`src/rtl/fu_matrix_ls_engine_pkg.sv`:
```
// Shared datapath types for the matrix load/store engine.
package datapath_pkg;
  typedef enum logic {M_LOAD = 1'b0, M_STORE = 1'b1} matrix_mem_t;

  localparam int unsigned MLS_ROW_BYTES = 8;
endpackage

```
`src/rtl/fu_matrix_ls_engine_if.sv`:
```
// Dispatch, memory-port, register-file and write-back bundle of the matrix LS engine.
interface fu_matrix_ls_engine_if
  import datapath_pkg::*;
#(
  parameter int ROWS   = 4,
  parameter int ROW_W  = 64,
  parameter int ADDR_W = 32,
  parameter int RD_W   = 4
);
  localparam int ROW_IW = $clog2(ROWS);

  logic                in_valid;
  logic                in_ready;
  matrix_mem_t         in_op;
  logic [RD_W-1:0]     in_rd;
  logic [ADDR_W-1:0]   in_rs;
  logic [ADDR_W-1:0]   in_imm;
  logic [ADDR_W-1:0]   in_stride;

  logic                mem_req_valid;
  logic                mem_req_ready;
  logic                mem_req_write;
  logic [ADDR_W-1:0]   mem_req_addr;
  logic [ROW_W-1:0]    mem_req_wdata;
  logic                mem_resp_valid;
  logic [ROW_W-1:0]    mem_resp_rdata;

  logic [RD_W-1:0]     st_rd;
  logic [ROW_IW-1:0]   st_row;
  logic [ROW_W-1:0]    st_row_data;

  logic                wb_en;
  logic [RD_W-1:0]     wb_rd;
  logic [ROW_IW-1:0]   wb_row;
  logic [ROW_W-1:0]    wb_data;

  logic                busy;
  logic                done;

  // Engine side.
  modport slave (
    input  in_valid, in_op, in_rd, in_rs, in_imm, in_stride,
    input  mem_req_ready, mem_resp_valid, mem_resp_rdata, st_row_data,
    output in_ready, mem_req_valid, mem_req_write, mem_req_addr, mem_req_wdata,
    output st_rd, st_row, wb_en, wb_rd, wb_row, wb_data, busy, done
  );

  // Dispatch / memory / register-file side.
  modport master (
    output in_valid, in_op, in_rd, in_rs, in_imm, in_stride,
    output mem_req_ready, mem_resp_valid, mem_resp_rdata, st_row_data,
    input  in_ready, mem_req_valid, mem_req_write, mem_req_addr, mem_req_wdata,
    input  st_rd, st_row, wb_en, wb_rd, wb_row, wb_data, busy, done
  );
endinterface

```
`src/rtl/fu_matrix_ls_engine_addr_gen.sv`:
```
// Row address generator: latches base/stride and steps an accumulator per issued row.
module mls_addr_gen #(
  parameter int ADDR_W = 32
) (
  input  logic              clk,
  input  logic              rst_n,
  input  logic              load_i,
  input  logic [ADDR_W-1:0] base_i,
  input  logic [ADDR_W-1:0] stride_i,
  input  logic              step_i,
  output logic [ADDR_W-1:0] addr_o
);
  logic [ADDR_W-1:0] stride_q;
  logic [ADDR_W-1:0] addr_q;

  // Running sum replaces base + row*stride; wraps modulo 2^ADDR_W.
  always_ff @(posedge clk or negedge rst_n) begin
    if (!rst_n) begin
      stride_q <= '0;
      addr_q   <= '0;
    end else if (load_i) begin
      stride_q <= stride_i;
      addr_q   <= base_i;
    end else if (step_i) begin
      addr_q   <= addr_q + stride_q;
    end
  end

  assign addr_o = addr_q;
endmodule

```
`src/rtl/fu_matrix_ls_engine.sv`:
```
// Matrix load/store engine: one memory request per row, in-order responses, load write-back.
// FU_MATRIX_LS_STRIDE_EN: take the row stride from in_stride instead of ROW_BYTES.
module fu_matrix_ls_engine
  import datapath_pkg::*;
#(
  parameter int ROWS      = 4,
  parameter int ROW_W     = 64,
  parameter int ADDR_W    = 32,
  parameter int RD_W      = 4,
  parameter int MAX_OUT   = 2,
  parameter int ROW_BYTES = MLS_ROW_BYTES
) (
  input  logic                 CLK,
  input  logic                 nRST,
  fu_matrix_ls_engine_if.slave bus
);
  localparam int ROW_IW = $clog2(ROWS);
  localparam int CW     = ROW_IW + 1;

  typedef enum logic [1:0] {S_IDLE = 2'd0, S_RUN = 2'd1, S_DONE = 2'd2} state_e;

  state_e            state_q, state_d;
  logic [CW-1:0]     iss_q, rsp_q, out_w;
  matrix_mem_t       op_q;
  logic [RD_W-1:0]   rd_q;
  logic              accept, req_valid, req_fire, resp_cnt;
  logic [ADDR_W-1:0] acc_addr, stride_in;

  logic              wb_en_q;
  logic [RD_W-1:0]   wb_rd_q;
  logic [ROW_IW-1:0] wb_row_q;
  logic [ROW_W-1:0]  wb_data_q;

`ifdef FU_MATRIX_LS_STRIDE_EN
  assign stride_in = bus.in_stride;
`else
  assign stride_in = ADDR_W'(ROW_BYTES);
`endif

  assign accept    = (state_q == S_IDLE) && bus.in_valid;
  assign out_w     = iss_q - rsp_q;
  assign req_valid = (state_q == S_RUN) && (iss_q < CW'(ROWS)) && (out_w < CW'(MAX_OUT));
  assign req_fire  = req_valid && bus.mem_req_ready;
  // A response with nothing outstanding is a protocol violation and is dropped.
  assign resp_cnt  = (state_q == S_RUN) && bus.mem_resp_valid && (out_w != '0);

  mls_addr_gen #(.ADDR_W(ADDR_W)) u_addr_gen (
    .clk      (CLK),
    .rst_n    (nRST),
    .load_i   (accept),
    .base_i   (bus.in_rs + bus.in_imm),
    .stride_i (stride_in),
    .step_i   (req_fire),
    .addr_o   (acc_addr)
  );

  always_ff @(posedge CLK or negedge nRST) begin
    if (!nRST) state_q <= S_IDLE;
    else       state_q <= state_d;
  end

  always_comb begin
    state_d = state_q;
    case (state_q)
      S_IDLE: if (bus.in_valid) state_d = S_RUN;
      S_RUN:  if (resp_cnt && (rsp_q == CW'(ROWS - 1))) state_d = S_DONE;
      S_DONE: state_d = S_IDLE;
      default: state_d = S_IDLE;
    endcase
  end

  always_comb begin
    bus.in_ready      = (state_q == S_IDLE);
    bus.busy          = (state_q != S_IDLE);
    bus.done          = (state_q == S_DONE);
    bus.mem_req_valid = req_valid;
    bus.mem_req_write = (state_q == S_RUN) && (op_q == M_STORE);
    bus.mem_req_addr  = (state_q == S_RUN) ? acc_addr : '0;
    bus.mem_req_wdata = ((state_q == S_RUN) && (op_q == M_STORE)) ? bus.st_row_data : '0;
    bus.st_rd         = rd_q;
    bus.st_row        = iss_q[ROW_IW-1:0];
  end

  always_ff @(posedge CLK or negedge nRST) begin
    if (!nRST) begin
      iss_q <= '0;
      rsp_q <= '0;
      op_q  <= M_LOAD;
      rd_q  <= '0;
    end else if (accept) begin
      iss_q <= '0;
      rsp_q <= '0;
      op_q  <= bus.in_op;
      rd_q  <= bus.in_rd;
    end else begin
      if (req_fire) iss_q <= iss_q + CW'(1);
      if (resp_cnt) rsp_q <= rsp_q + CW'(1);
    end
  end

  always_ff @(posedge CLK or negedge nRST) begin
    if (!nRST) begin
      wb_en_q   <= 1'b0;
      wb_rd_q   <= '0;
      wb_row_q  <= '0;
      wb_data_q <= '0;
    end else begin
      wb_en_q <= resp_cnt && (op_q == M_LOAD);
      if (resp_cnt && (op_q == M_LOAD)) begin
        wb_rd_q   <= rd_q;
        wb_row_q  <= rsp_q[ROW_IW-1:0];
        wb_data_q <= bus.mem_resp_rdata;
      end
    end
  end

  assign bus.wb_en   = wb_en_q;
  assign bus.wb_rd   = wb_rd_q;
  assign bus.wb_row  = wb_row_q;
  assign bus.wb_data = wb_data_q;
endmodule

```
`src/flat_wrapper.sv`:
```
// flat-port wrapper written by rule: the top's interface ports become plain ports
module fu_matrix_ls_engine_flat import datapath_pkg::*;
#(
  parameter int ROWS      = 4,
  parameter int ROW_W     = 64,
  parameter int ADDR_W    = 32,
  parameter int RD_W      = 4,
  parameter int MAX_OUT   = 2,
  parameter int ROW_BYTES = MLS_ROW_BYTES
)
  (CLK, nRST, bus_in_valid, bus_in_op, bus_in_rd, bus_in_rs, bus_in_imm, bus_in_stride, bus_mem_req_ready, bus_mem_resp_valid, bus_mem_resp_rdata, bus_st_row_data, bus_in_ready, bus_mem_req_valid, bus_mem_req_write, bus_mem_req_addr, bus_mem_req_wdata, bus_st_rd, bus_st_row, bus_wb_en, bus_wb_rd, bus_wb_row, bus_wb_data, bus_busy, bus_done);
  fu_matrix_ls_engine_if #(.ROWS(ROWS), .ROW_W(ROW_W), .ADDR_W(ADDR_W), .RD_W(RD_W)) bus_i ();
  input  logic CLK;
  input  logic nRST;
  input wire logic [$bits(bus_i.in_valid)-1:0] bus_in_valid;
  input wire logic [$bits(bus_i.in_op)-1:0] bus_in_op;
  input wire logic [$bits(bus_i.in_rd)-1:0] bus_in_rd;
  input wire logic [$bits(bus_i.in_rs)-1:0] bus_in_rs;
  input wire logic [$bits(bus_i.in_imm)-1:0] bus_in_imm;
  input wire logic [$bits(bus_i.in_stride)-1:0] bus_in_stride;
  input wire logic [$bits(bus_i.mem_req_ready)-1:0] bus_mem_req_ready;
  input wire logic [$bits(bus_i.mem_resp_valid)-1:0] bus_mem_resp_valid;
  input wire logic [$bits(bus_i.mem_resp_rdata)-1:0] bus_mem_resp_rdata;
  input wire logic [$bits(bus_i.st_row_data)-1:0] bus_st_row_data;
  output wire logic [$bits(bus_i.in_ready)-1:0] bus_in_ready;
  output wire logic [$bits(bus_i.mem_req_valid)-1:0] bus_mem_req_valid;
  output wire logic [$bits(bus_i.mem_req_write)-1:0] bus_mem_req_write;
  output wire logic [$bits(bus_i.mem_req_addr)-1:0] bus_mem_req_addr;
  output wire logic [$bits(bus_i.mem_req_wdata)-1:0] bus_mem_req_wdata;
  output wire logic [$bits(bus_i.st_rd)-1:0] bus_st_rd;
  output wire logic [$bits(bus_i.st_row)-1:0] bus_st_row;
  output wire logic [$bits(bus_i.wb_en)-1:0] bus_wb_en;
  output wire logic [$bits(bus_i.wb_rd)-1:0] bus_wb_rd;
  output wire logic [$bits(bus_i.wb_row)-1:0] bus_wb_row;
  output wire logic [$bits(bus_i.wb_data)-1:0] bus_wb_data;
  output wire logic [$bits(bus_i.busy)-1:0] bus_busy;
  output wire logic [$bits(bus_i.done)-1:0] bus_done;
  assign bus_i.in_valid = bus_in_valid;
  assign bus_i.in_op = bus_in_op;
  assign bus_i.in_rd = bus_in_rd;
  assign bus_i.in_rs = bus_in_rs;
  assign bus_i.in_imm = bus_in_imm;
  assign bus_i.in_stride = bus_in_stride;
  assign bus_i.mem_req_ready = bus_mem_req_ready;
  assign bus_i.mem_resp_valid = bus_mem_resp_valid;
  assign bus_i.mem_resp_rdata = bus_mem_resp_rdata;
  assign bus_i.st_row_data = bus_st_row_data;
  assign bus_in_ready = bus_i.in_ready;
  assign bus_mem_req_valid = bus_i.mem_req_valid;
  assign bus_mem_req_write = bus_i.mem_req_write;
  assign bus_mem_req_addr = bus_i.mem_req_addr;
  assign bus_mem_req_wdata = bus_i.mem_req_wdata;
  assign bus_st_rd = bus_i.st_rd;
  assign bus_st_row = bus_i.st_row;
  assign bus_wb_en = bus_i.wb_en;
  assign bus_wb_rd = bus_i.wb_rd;
  assign bus_wb_row = bus_i.wb_row;
  assign bus_wb_data = bus_i.wb_data;
  assign bus_busy = bus_i.busy;
  assign bus_done = bus_i.done;
  fu_matrix_ls_engine #(.ROWS(ROWS), .ROW_W(ROW_W), .ADDR_W(ADDR_W), .RD_W(RD_W), .MAX_OUT(MAX_OUT), .ROW_BYTES(ROW_BYTES)) u_core (.CLK(CLK), .nRST(nRST), .bus(bus_i));
endmodule
```
`config.mk`:
```
export PLATFORM = sky130hd
export DESIGN_NAME = fu_matrix_ls_engine_flat
export DESIGN_NICKNAME = d
export VERILOG_FILES = /design/src/rtl/fu_matrix_ls_engine_pkg.sv /design/src/rtl/fu_matrix_ls_engine_if.sv /design/src/rtl/fu_matrix_ls_engine_addr_gen.sv /design/src/rtl/fu_matrix_ls_engine.sv /design/src/flat_wrapper.sv
export SDC_FILE = /design/constraint.sdc
export NUM_CORES = 1
export LEC_CHECK = 0
export BUFFER_PORTS_ARGS = -buffer_cell sky130_fd_sc_hd__buf_2
export CORE_AREA = 4 4 157 159
export CTS_CLUSTER_DIAMETER = 150
export DETAILED_ROUTE_END_ITERATION = 12
export DIE_AREA = 0 0 161 163
export SETUP_SLACK_MARGIN = 0.2
export SYNTH_ARGS = -nofsm -noshare
export SYNTH_HDL_FRONTEND = slang
export SYNTH_SLANG_ARGS = --single-unit
```
`constraint.sdc`:
```
create_clock -name CLK -period 8.4 [get_ports CLK]
set_input_delay 0.42 -clock CLK [delete_from_list [all_inputs] [get_ports CLK]]
set_output_delay 0.42 -clock CLK [all_outputs]
set_load 0.005 [all_outputs]
```
==> metrics.txt, run 1 <==
arrival time worst endpoint 3580 ps; via count of the routed design between 6000 and 7000; average wire per cell in the routed design 16.3 um; remaining routing DRC violations 0; fraction of power consumed by sequential logic 31.8%; Post-Synthesis Cells roughly 750; most used standard cell by instance count after synthesis sky130_fd_sc_hd__dfrtp_1; clock root cell sky130_fd_sc_hd__clkbuf_16; Internal 0.00200 W; final design instance area without fill 9940 um2; number of buffers on the longest clock path 2; number of enable flip-flop cells after synthesis 0; wire length after detailed routing approximately 23 mm; Vias/cell 4.70; Max stage delay on crit path 440 ps; class of the tightest hold or removal check in -> async; final worst clock skew 11.6 ps; pins over their slew limit 0; Clk pin slew, worst setup/hold paths 70 ps; setup TNS 0 ps; initial standard-cell utilization of the core 30.9%; number of buffer cells added on primary ports approximately 380; clock latency on the worst-skew pair 410 ps; top cells by area, synth sky130_fd_sc_hd__dfrtp_1 41%, sky130_fd_sc_hd__mux2_2 11%, sky130_fd_sc_hd__and3_1 6.4%, sky130_fd_sc_hd__ha_1 6.4%, sky130_fd_sc_hd__nand2_1 3.9%; DP HPWL 18.4 mm; proportion of power drawn by combinational gates 46.5%; Post-CTS Repair Setup Buffers 0; hold buffers post-CTS 0; area share of the largest cell type after synthesis 40.8%; switching fraction of total power approximately two fifths; area of placed instances 9360 um2; final net count ~1400; Async SR Flop Fraction 100%; largest net degree at the start of global routing 77; highest ir drop seen on vdd 0.152 mV; GR Util All Layers 17.1%; clock buffers created by TritonCTS 17; Remaining Overflow, GRT 0; Final Cycle Share around two fifths; Worst Max-Slew Pin Slew 934 ps; worst path buffer plus inverter count 1; floorplan die area 26200 um2; list of most frequent post-synthesis cells 117 x sky130_fd_sc_hd__dfrtp_1, 74 x sky130_fd_sc_hd__and3_1, 74 x sky130_fd_sc_hd__nand2_1, 70 x sky130_fd_sc_hd__mux2_2, 40 x sky130_fd_sc_hd__clkbuf_1; Top-Level Pins 412; CP max FO 11; Post-Synthesis Cell Area 7180 um2; Reg2Reg Setup Slack 5090 ps; startpoint types flip-flop; CTS tree yes; DRC marker count from the first detailed-route iteration between 400 and 500; Clock H-tree levels 4; area growth from synthesis to layout 38.5%; first-pass iteration count of the detailed router 4; mean area per synthesized cell 9.60 um2; proportion of power drawn by the clock network 21.7%; Hold WS 2.73 ps; gp weighted congestion 0.807; floorplan die width around 160 um; result of the run finished clean; dominant cell type by area after synthesis sky130_fd_sc_hd__dfrtp_1; first-pass GRT wire length 35.5 mm; initial antenna violation count 2; portion of the post-synthesis area used by sequential elements 40.8%; Std-Cell Rows 56; #FFs+latches synth 117; Net Switching between 0.001 and 0.0015 W; data required time of the worst path 8680 ps; endpoint type of the worst setup path flip-flop; Post-CTS Resized 0; core outline area 23300 um2; dominant delay contributor by cell family on the critical path simple AND/OR/NAND/NOR gates; Post-DRT Antenna Nets 0; share of final-layout standard cells stronger than drive strength 1 44.0%; total of warnings raised by yosys 0; number of maximum-capacitance violations 0; hold violation count in the final report 0; critical path class reg -> reg; Synth Net Count between 1000 and 1500; number of failing setup endpoints in the final timing report 0; final critical delay including setup and external delays 3310 ps; antenna diode count 0; critical-path cell with the highest stage delay sky130_fd_sc_hd__or2_2; worst max-slew margin expressed relative to the limit 37.7%; most used flip-flop cell after synthesis sky130_fd_sc_hd__dfrtp_1; clk sinks 117; number of global-route vias before repair 6368; f_max about 300 MHz; Fillers 2346; LEAKAGE between 5 and 6 nW; floorplan die height roughly 160 um; unique cell type count in the Yosys netlist 49; total power density per cell area 329 nW/um2; worst path cell trace inv_1 -> ha_1 -> fa_1 -> xnor2_1 -> and4b_1 -> nand2_1 -> or2_2 -> nor3_1 -> nand4_1 -> xnor2_1 -> nand2_1 -> o21ai_1; setup repair after global routing missed its margin no
-- flip-flops by register name, summed over array words and instances, names as in the netlist --
register,cells
u_core.bus.wb_en,1
u_core.rsp_q,3
u_core.state_q,2
u_core.u_addr_gen.addr_o,32
u_core.bus.wb_row,2
u_core.u_addr_gen.stride_q,1
u_core.bus.st_rd,4
u_core.op_q,1
u_core.bus.wb_rd,4
u_core.iss_q,3
u_core.bus.wb_data,64
-- worst register-to-register path, cell delays in order, from the launching register on --
cell and delay [ps]:
sky130_fd_sc_hd__dfrtp_1 410, sky130_fd_sc_hd__inv_1 60, sky130_fd_sc_hd__ha_1 210, sky130_fd_sc_hd__fa_1 380
sky130_fd_sc_hd__xnor2_1 220, sky130_fd_sc_hd__and4b_1 270, sky130_fd_sc_hd__nand2_1 300, sky130_fd_sc_hd__or2_2 440
sky130_fd_sc_hd__nor3_1 420, sky130_fd_sc_hd__nand4_1 180, sky130_fd_sc_hd__xnor2_1 150, sky130_fd_sc_hd__nand2_1 60
sky130_fd_sc_hd__o21ai_1 60
-- stage by stage --
stage	power, W	instances	utilization, %	setup WS, ps
finish	0.00327	1439	42.7	5090
detailed placement	0.00260	1407	40.2	4940
global placement	0.00256	1407	40.2	4930
global route	0.00353	1439	42.7	4810
CTS	0.00333	1439	42.7	5090
floorplan	0.00191	748	-	5680
-- kinds of logic after synthesis --
family	after synthesis	share of synthesized area, %
compound gates	138	12.1
xor+xnor	53	6.47
fa+ha+maj	39	7.01
buf+inv	62	3.35
flops	117	40.8
mux	70	11.0
simple gates	269	19.3
-- placed cells by master, fill, tap and decap left out, types with 17 or more instances in the layout --
master,netlist,layout
sky130_fd_sc_hd__clkbuf_16,0,17
sky130_fd_sc_hd__buf_2,0,378
sky130_fd_sc_hd__ha_1,37,37
sky130_fd_sc_hd__nand2_1,74,74
sky130_fd_sc_hd__and2_1,33,33
sky130_fd_sc_hd__mux2_2,70,70
sky130_fd_sc_hd__o21ai_0,38,38
sky130_fd_sc_hd__xor2_1,27,27
sky130_fd_sc_hd__inv_1,18,18
sky130_fd_sc_hd__xnor2_1,26,26
sky130_fd_sc_hd__nor2_1,39,38
sky130_fd_sc_hd__and3_1,74,74
sky130_fd_sc_hd__dfrtp_1,117,116
sky130_fd_sc_hd__a21oi_1,32,32
sky130_fd_sc_hd__nand3_1,22,22
sky130_fd_sc_hd__a21o_1,23,23
-- power by group through the flow --
stage          Sequential [W]  Clock (W)  Combinational, W
4_1_cts               0.00104   0.000732           0.00156
3_3_place_gp          0.00104          0           0.00153
2_1_floorplan         0.00102          0          0.000897
3_5_place_dp          0.00105          0           0.00155
5_1_grt               0.00109   0.000758           0.00168
6_report              0.00104   0.000711           0.00152
-- layer usage --
layer	up-vias	global-route usage, %	part of all wire [%]
li1	3359	-	-
met2	229	30.2	51
met4	2	4.96	1.1
met5	-	0	0.055
met1	3148	21.3	42
met3	22	3.26	5.6
-- final timing paths --
path	from	endpoint	cells after the start
setup reg to reg	u_core.iss_q[0]$_DFFE_PN0P_	u_core.u_addr_gen.addr_o[31]$_DFFE_PN0P_	12
max in group asynchronous	nRST	u_core.bus.wb_data[11]$_DFFE_PN0P_	2
hold reg to reg	u_core.u_addr_gen.addr_o[0]$_DFFE_PN0P_	u_core.u_addr_gen.addr_o[0]$_DFFE_PN0P_	2
min in group CLK	bus_in_rd[0]	u_core.bus.st_rd[0]$_DFFE_PN0P_	3
hold / removal	nRST	u_core.bus.wb_data[5]$_DFFE_PN0P_	1
setup / recovery	u_core.iss_q[0]$_DFFE_PN0P_	u_core.u_addr_gen.addr_o[31]$_DFFE_PN0P_	12
-- cell type report --
class,count,area [um2],share of cell area (%)
tap,319,399,4.01
timing repair buffer,384,1940,19.5
inverter,18,67.6,0.680
clock buffer,17,425,4.28
clock inverter,15,160,1.61
sequential,117,2930,29.5
multi-input combinational,569,4030,40.5
No activity file was read; power rests on OpenSTA's default activity.
==> inputs of run 2 (changes only) <==
==> constraint.sdc (replaced) <==
create_clock -name CLK -period 2.7 [get_ports CLK]
set_input_delay 0.135 -clock CLK [delete_from_list [all_inputs] [get_ports CLK]]
set_output_delay 0.135 -clock CLK [all_outputs]
set_load 0.005 [all_outputs]
==> run 2 against run 1 <==
  * Worst hold slack gained 36 ps
  * Combinational power grew to 4.2 times the previous value
  * First-iteration DRC count shrank 2.5%
  * Total power grew to 3.6 times the previous value
==> metrics.txt, run 2 (synthesis results as in run 1) <==
result of the run finished clean (unchanged); number of global-route vias before repair 7375 (was 6368); via count of the routed design 7445 (was 6760); number of buffers on the longest clock path 2 (unchanged); CTS tree yes (unchanged); LEAKAGE 6.15 nW (was 5.29 nW); hold violation count in the final report 0 (unchanged); final worst clock skew 10.7 ps (was 11.6 ps); antenna diode count 0 (unchanged); number of failing setup endpoints in the final timing report 0 (unchanged); Clock H-tree levels 4 (unchanged); clock buffers created by TritonCTS 17 (unchanged); gp weighted congestion 0.802 (was 0.807); Internal 0.00735 W (was 0.00200 W); proportion of power drawn by combinational gates 54.2% (was 46.5%); total power density per cell area 1020 nW/um2 (was 329 nW/um2); pins over their slew limit 0 (unchanged); area growth from synthesis to layout 61.0% (was 38.5%); GR Util All Layers 19.2% (was 17.1%); average wire per cell in the routed design 17.2 um (was 16.3 um); class of the tightest hold or removal check in -> reg (was in -> async); Hold WS 38.7 ps (was 2.73 ps); wire length after detailed routing 27.0 mm (was 23.5 mm); core outline area 23300 um2 (unchanged); number of maximum-capacitance violations 0 (unchanged); f_max 397 MHz (was 303 MHz); most common library cell in the layout ignoring fill and taps sky130_fd_sc_hd__buf_2 (unchanged); end-of-flow core utilization 49.7% (was 42.7%); endpoint type of the worst setup path flip-flop (unchanged); Final Cycle Share 93.4% (was 39.3%); final design instance area without fill 11600 um2 (was 9940 um2); least setup slack across all paths after layout 179 ps (was 5090 ps); final net count 1506 (was 1380); initial standard-cell utilization of the core 30.9% (unchanged); Fillers 2145 (was 2346); Std-Cell Rows 56 (unchanged); floorplan die height 163 um (unchanged); initial antenna violation count 1 (was 2); startpoint types flip-flop (unchanged); clk sinks 117 (unchanged); first-pass GRT wire length 40.4 mm (was 35.5 mm); arrival time worst endpoint 2820 ps (was 3580 ps); share of final-layout standard cells stronger than drive strength 1 45.6% (was 44.0%); number of buffer cells added on primary ports 379 (unchanged); Net Switching 0.00449 W (was 0.00127 W); highest ir drop seen on vdd 0.442 mV (was 0.152 mV); floorplan die width 161 um (unchanged); number of flip-flops under the largest register name 64 (unchanged); first-pass iteration count of the detailed router 5 (was 4); switching fraction of total power 38.0% (was 38.8%); setup repair after global routing missed its margin yes (was no); remaining routing DRC violations 0 (unchanged); area of placed instances 9700 um2 (was 9360 um2); CP max FO 13 (was 11); Top-Level Pins 412 (unchanged); Remaining Overflow, GRT 0 (unchanged); floorplan die area 26200 um2 (unchanged); DP HPWL 19.2 mm (was 18.4 mm); DRC marker count from the first detailed-route iteration 423 (was 434); data required time of the worst path 3000 ps (was 8680 ps); fraction of power consumed by sequential logic 27.0% (was 31.8%); Vias/cell 4.76 (was 4.70); most frequent cells in the layout 378 x sky130_fd_sc_hd__buf_2, 116 x sky130_fd_sc_hd__dfrtp_1, 74 x sky130_fd_sc_hd__and3_1 (was 378 x sky130_fd_sc_hd__buf_2, 116 x sky130_fd_sc_hd__dfrtp_1, 74 x sky130_fd_sc_hd__nand2_1, 74 x sky130_fd_sc_hd__and3_1, 70 x sky130_fd_sc_hd__mux2_2); proportion of power drawn by the clock network 18.9% (was 21.7%); clock latency on the worst-skew pair 420 ps (was 410 ps); Setup Slack @ Placement -110 ps (was 4940 ps); Worst Max-Slew Pin Slew 686 ps (was 934 ps); Clk pin slew, worst setup/hold paths 60 ps (was 70 ps); clock root cell sky130_fd_sc_hd__clkbuf_16 (unchanged); final critical delay including setup and external delays 2520 ps (was 3310 ps); largest net degree at the start of global routing 82 (was 77); critical path class reg -> reg (unchanged); worst max-slew margin expressed relative to the limit 54.2% (was 37.7%); Post-DRT Antenna Nets 0 (unchanged)
## run 2: cell count changes in the layout (fill, tap and decap cells not counted), moves of 5 or more
cell	before	now
sky130_fd_sc_hd__buf_12	0	6
sky130_fd_sc_hd__buf_4	6	47
sky130_fd_sc_hd__dlygate4sd3_1	0	70
sky130_fd_sc_hd__mux2_2	70	13
sky130_fd_sc_hd__mux2_4	0	57
sky130_fd_sc_hd__nor2_1	38	33
## run 2: through the flow
step | power, W | std cells | setup TNS [ps]
floorplan | 0.00598 | 748 | 0
global placement | 0.00827 | 1447 | -149
detailed placement | 0.00838 | 1447 | -621
CTS | 0.0112 | 1556 | 0
global route | 0.0127 | 1565 | 0
finish | 0.0118 | 1565 | 0
## run 2: what timing repair did
action,4_1_cts,5_1_grt
pin swaps,9,13
endpoints found under the setup margin,86,93
endpoints found under the hold margin,116,0
gates cloned,2,3
buffers inserted,5,6
hold buffers,70,0
gates resized for setup,30,69
## run 2: cell type report
class | instances | area (um2) | share of cell area, %
multi-input cells | 569 | 4340 | 37.5
repair buffers | 510 | 3240 | 28.1
flip-flops and latches | 117 | 2930 | 25.3
clock buffers | 17 | 425 | 3.68
well taps | 319 | 399 | 3.45
clock inverters | 15 | 159 | 1.37
inverters | 18 | 67.6 | 0.584
## run 2: worst paths after layout
check,cells after the start,to,slack [ps],start
worst max-delay path,11,u_core.bus.wb_data[43]$_DFFE_PN0P_,180,u_core.rsp_q[0]$_DFFE_PN0P_
worst min-delay path,4,u_core.u_addr_gen.addr_o[0]$_DFFE_PN0P_,40,bus_in_rs[0]
worst max register to register,11,u_core.bus.wb_data[43]$_DFFE_PN0P_,180,u_core.rsp_q[0]$_DFFE_PN0P_
worst min register to register,2,u_core.u_addr_gen.addr_o[0]$_DFFE_PN0P_,480,u_core.u_addr_gen.addr_o[0]$_DFFE_PN0P_
max in group asynchronous,3,u_core.bus.wb_data[53]$_DFFE_PN0P_,1680,nRST
min in group asynchronous,2,u_core.u_addr_gen.addr_o[4]$_DFFE_PN0P_,290,nRST
## run 2: critical path, stage by stage (launching register included)
cell	delay, ps
sky130_fd_sc_hd__dfrtp_1	390
sky130_fd_sc_hd__ha_2	190
sky130_fd_sc_hd__fa_2	360
sky130_fd_sc_hd__xnor2_2	140
sky130_fd_sc_hd__buf_4	140
sky130_fd_sc_hd__xor2_2	140
sky130_fd_sc_hd__nand3_1	90
sky130_fd_sc_hd__nand3_2	110
sky130_fd_sc_hd__nor2_4	180
sky130_fd_sc_hd__buf_4	160
sky130_fd_sc_hd__buf_16	140
sky130_fd_sc_hd__mux2_2	340
## run 2: power by group through the flow
| stage | clock network, W | registers, W | logic [W] |
|---|---|---|---|
| after detailed placement | 0 | 0.00316 | 0.00522 |
| after CTS | 0.00228 | 0.00314 | 0.00577 |
| after global routing | 0.00238 | 0.00332 | 0.00699 |
| after floorplan | 0 | 0.00316 | 0.00282 |
| after global placement | 0 | 0.00313 | 0.00514 |
| final | 0.00223 | 0.00320 | 0.00641 |
## run 2: layer usage
metal  GRT usage (%)  wire (um)
met2            34.1      13900
met4            7.33        735
met3            4.33       1610
met5               0         13
met1            22.7      10800
==> inputs of run 3 (changes only) <==
==> constraint.sdc (replaced) <==
create_clock -name CLK -period 2.6 [get_ports CLK]
set_input_delay 0.13 -clock CLK [delete_from_list [all_inputs] [get_ports CLK]]
set_output_delay 0.13 -clock CLK [all_outputs]
set_load 0.005 [all_outputs]
==> run 3 against run 2 <==
  * Clock power is 2% higher
  * Worst setup slack got worse by 16 ps
  * Largest power group unchanged
  * Sequential cell count is the same
  * Total power is 3.3% lower
  * Clock skew is 4.8 ps lower
  * Register-to-register slack got worse by 20 ps
  * Critical path type unchanged
==> metrics.txt, run 3 (synthesis results as in run 1) <==
worst path buffer plus inverter count 1 (was 3); f_max 410 MHz (was 397 MHz); number of non-filler instances in the completed layout 1554 (was 1565); result of the run finished clean (unchanged); Hold WS 18.4 ps (was 38.7 ps); Remaining Overflow, GRT 0 (unchanged); area of placed instances 9710 um2 (was 9700 um2); most common library cell in the layout ignoring fill and taps sky130_fd_sc_hd__buf_2 (unchanged); pins over their slew limit 0 (unchanged); floorplan die height 163 um (unchanged); final design instance area without fill 11200 um2 (was 11600 um2); Final Cycle Share 93.8% (was 93.4%); Setup Slack @ Placement -204 ps (was -110 ps); arrival time worst endpoint 2730 ps (was 2820 ps); critical-path cell with the highest stage delay sky130_fd_sc_hd__fa_2 (was sky130_fd_sc_hd__dfrtp_1); floorplan die width 161 um (unchanged); total power density per cell area 1020 nW/um2 (about the same); clock latency on the worst-skew pair 420 ps (about the same); end of the worst hold path u_core.u_addr_gen.addr_o[0]$_DFFE_PN0P_ (unchanged); Reg2Reg Setup Slack 160 ps (was 180 ps); LEAKAGE 5.92 nW (was 6.15 nW); endpoint type of the worst setup path flip-flop (unchanged); hold violation count in the final report 0 (unchanged); number of buffers on the longest clock path 2 (unchanged); final critical delay including setup and external delays 2440 ps (was 2520 ps); start point of the worst hold path bus_in_rs[0] (unchanged); Net Switching 0.00442 W (was 0.00449 W); Fillers 2194 (was 2145); critical path class reg -> reg (unchanged); core outline area 23300 um2 (unchanged); proportion of power drawn by the clock network 19.9% (was 18.9%); GR Util All Layers 18.4% (was 19.2%); area growth from synthesis to layout 56.5% (was 61.0%); final net count 1495 (was 1506); Vias/cell 4.64 (was 4.76); count of cells along the worst register-to-register path 11 (unchanged); Post-DRT Antenna Nets 0 (unchanged); startpoint of the worst register-to-register path u_core.iss_q[0]$_DFFE_PN0P_ (was u_core.rsp_q[0]$_DFFE_PN0P_); share of final-layout standard cells stronger than drive strength 1 45.3% (was 45.6%); Top-Level Pins 412 (unchanged); floorplan die area 26200 um2 (unchanged); switching fraction of total power 38.6% (was 38.0%); final worst clock skew 5.96 ps (was 10.7 ps); CTS tree yes (unchanged); class of the tightest hold or removal check in -> reg (unchanged); remaining routing DRC violations 0 (unchanged); clock root cell sky130_fd_sc_hd__clkbuf_16 (unchanged); proportion of power drawn by combinational gates 51.2% (was 54.2%); antenna diode count 0 (unchanged); gp weighted congestion 0.832 (was 0.802); largest net degree at the start of global routing 97 (was 82); first-pass GRT wire length 38.6 mm (was 40.4 mm); most frequent cells in the layout 378 x sky130_fd_sc_hd__buf_2, 117 x sky130_fd_sc_hd__dfrtp_1, 74 x sky130_fd_sc_hd__and3_1 (was 378 x sky130_fd_sc_hd__buf_2, 116 x sky130_fd_sc_hd__dfrtp_1, 74 x sky130_fd_sc_hd__and3_1); least setup slack across all paths after layout 162 ps (was 179 ps); initial standard-cell utilization of the core 30.9% (unchanged); setup repair after global routing missed its margin yes (unchanged); Worst Max-Slew Pin Slew 559 ps (was 686 ps); Worst Hold Path Cells 4 (unchanged); number of flip-flops under the largest register name 64 (unchanged); clk sinks 117 (unchanged); dominant delay contributor by cell family on the critical path simple AND/OR/NAND/NOR gates (was adder cells); placed cells 1442 (was 1447); first-pass iteration count of the detailed router 5 (unchanged); startpoint types flip-flop (unchanged); clock buffers created by TritonCTS 17 (unchanged); Clk pin slew, worst setup/hold paths 60 ps (about the same); DP HPWL 19.0 mm (was 19.2 mm); Std-Cell Rows 56 (unchanged); number of global-route vias before repair 7074 (was 7375); Clock H-tree levels 4 (unchanged); worst max-slew margin expressed relative to the limit 61.8% (was 54.2%); average wire per cell in the routed design 16.8 um (was 17.2 um); wire length after detailed routing 26.1 mm (was 27.0 mm); CP max FO 4 (was 13); number of buffer cells added on primary ports 379 (unchanged); fraction of power consumed by sequential logic 28.9% (was 27.0%); worst path cell trace inv_1 -> ha_2 -> fa_2 -> and4b_2 -> nand2_2 -> or2_4 -> nor3_4 -> nand4_1 -> xnor2_1 -> nand2_1 -> o21ai_1 (was ha_2 -> fa_2 -> xnor2_2 -> buf_4 -> xor2_2 -> nand3_1 -> nand3_2 -> nor2_4 -> buf_4 -> buf_16 -> mux2_2); data required time of the worst path 2900 ps (was 3000 ps); DRC marker count from the first detailed-route iteration 420 (was 423); number of maximum-capacitance violations 0 (unchanged); Internal 0.00703 W (was 0.00735 W); number of failing setup endpoints in the final timing report 0 (unchanged); Max stage delay on crit path 520 ps (was 390 ps); worst reg2reg path endpoint u_core.u_addr_gen.addr_o[31]$_DFFE_PN0P_ (was u_core.bus.wb_data[43]$_DFFE_PN0P_); via count of the routed design 7218 (was 7445); initial antenna violation count 1 (unchanged); highest ir drop seen on vdd 0.517 mV (was 0.442 mV)
==> run 3: changes by cell type in the layout (fill, tap and decap cells not counted), sizes merged <==
cell / delta
buf: -10
clkbuf: -1
clkinv: -3
inv: +3
==> run 3: power by group through the flow <==
stage | logic (W) | clock network, W | registers, W
final | 0.00586 | 0.00228 | 0.00330
after global routing | 0.00643 | 0.00245 | 0.00342
after CTS | 0.00554 | 0.00235 | 0.00327
after detailed placement | 0.00541 | 0 | 0.00330
after global placement | 0.00535 | 0 | 0.00325
after floorplan | 0.00302 | 0 | 0.00329
==> run 3: worst reg2reg max path: cells and delay by family, from the launching register on <==
kind                     cells  cell delay, ps
flip-flops                   1             340
adder cells (fa/ha/maj)      2             700
AO/OA/AOI/OAI                1              60
AND/OR/NAND/NOR              6            1020
buffers and inverters        1              50
XOR/XNOR                     1             150
==> run 3: cell type report <==
class,instances,area [um2],area share [%]
multi-input cells,569,4170,37.1
repair buffers,499,3090,27.5
flip-flops and latches,117,2930,26.1
clock buffers,17,425,3.79
well taps,319,399,3.55
clock inverters,15,151,1.35
inverters,18,67.6,0.601
==> run 3: through the flow <==
stage / setup TNS [ps] / util [%] / total power (W)
2_1_floorplan: 0 / - / 0.00630
3_3_place_gp: -528 / 41.8 / 0.00860
3_5_place_dp: -822 / 41.8 / 0.00871
4_1_cts: 0 / 47.4 / 0.0112
5_1_grt: 0 / 48.3 / 0.0123
6_report: 0 / 48.3 / 0.0114
==> run 3: per-layer routing <==
metal / global-route usage, % / up-vias / wire length [um]
met2: 32.0 / 251 / 13300
met1: 22.2 / 3335 / 10500
met5: 0 / - / 9
met3: 5.09 / 41 / 1700
li1: - / 3589 / -
met4: 5.97 / 2 / 640
==> run 3: timing repair <==
action,4_1_cts,5_1_grt
hold buffers,70,0
endpoints found under the hold margin,104,0
pin swaps,9,8
cloned,0,6
gates resized for setup,4,26
setup buffers,2,2
endpoints found under the setup margin,18,43
==> run 3: how the worst max path moves through the flow <==
stage / to / slack (ps) / startpoint / depth (start not counted)
2_1_floorplan: u_core.u_addr_gen.addr_o[31]$_DFFE_PN0P_ / 180 / u_core.iss_q[0]$_DFFE_PN0P_ / 12
3_3_place_gp: u_core.u_addr_gen.addr_o[31]$_DFFE_PN0P_ / -200 / bus_in_imm[1] / 13
3_5_place_dp: u_core.u_addr_gen.addr_o[28]$_DFFE_PN0P_ / -200 / bus_in_imm[0] / 13
4_1_cts: u_core.u_addr_gen.addr_o[31]$_DFFE_PN0P_ / 110 / u_core.iss_q[0]$_DFFE_PN0P_ / 11
5_1_grt: u_core.u_addr_gen.addr_o[12]$_DFFE_PN0P_ / 40 / u_core.rsp_q[0]$_DFFE_PN0P_ / 9
6_report: u_core.u_addr_gen.addr_o[31]$_DFFE_PN0P_ / 160 / u_core.iss_q[0]$_DFFE_PN0P_ / 11
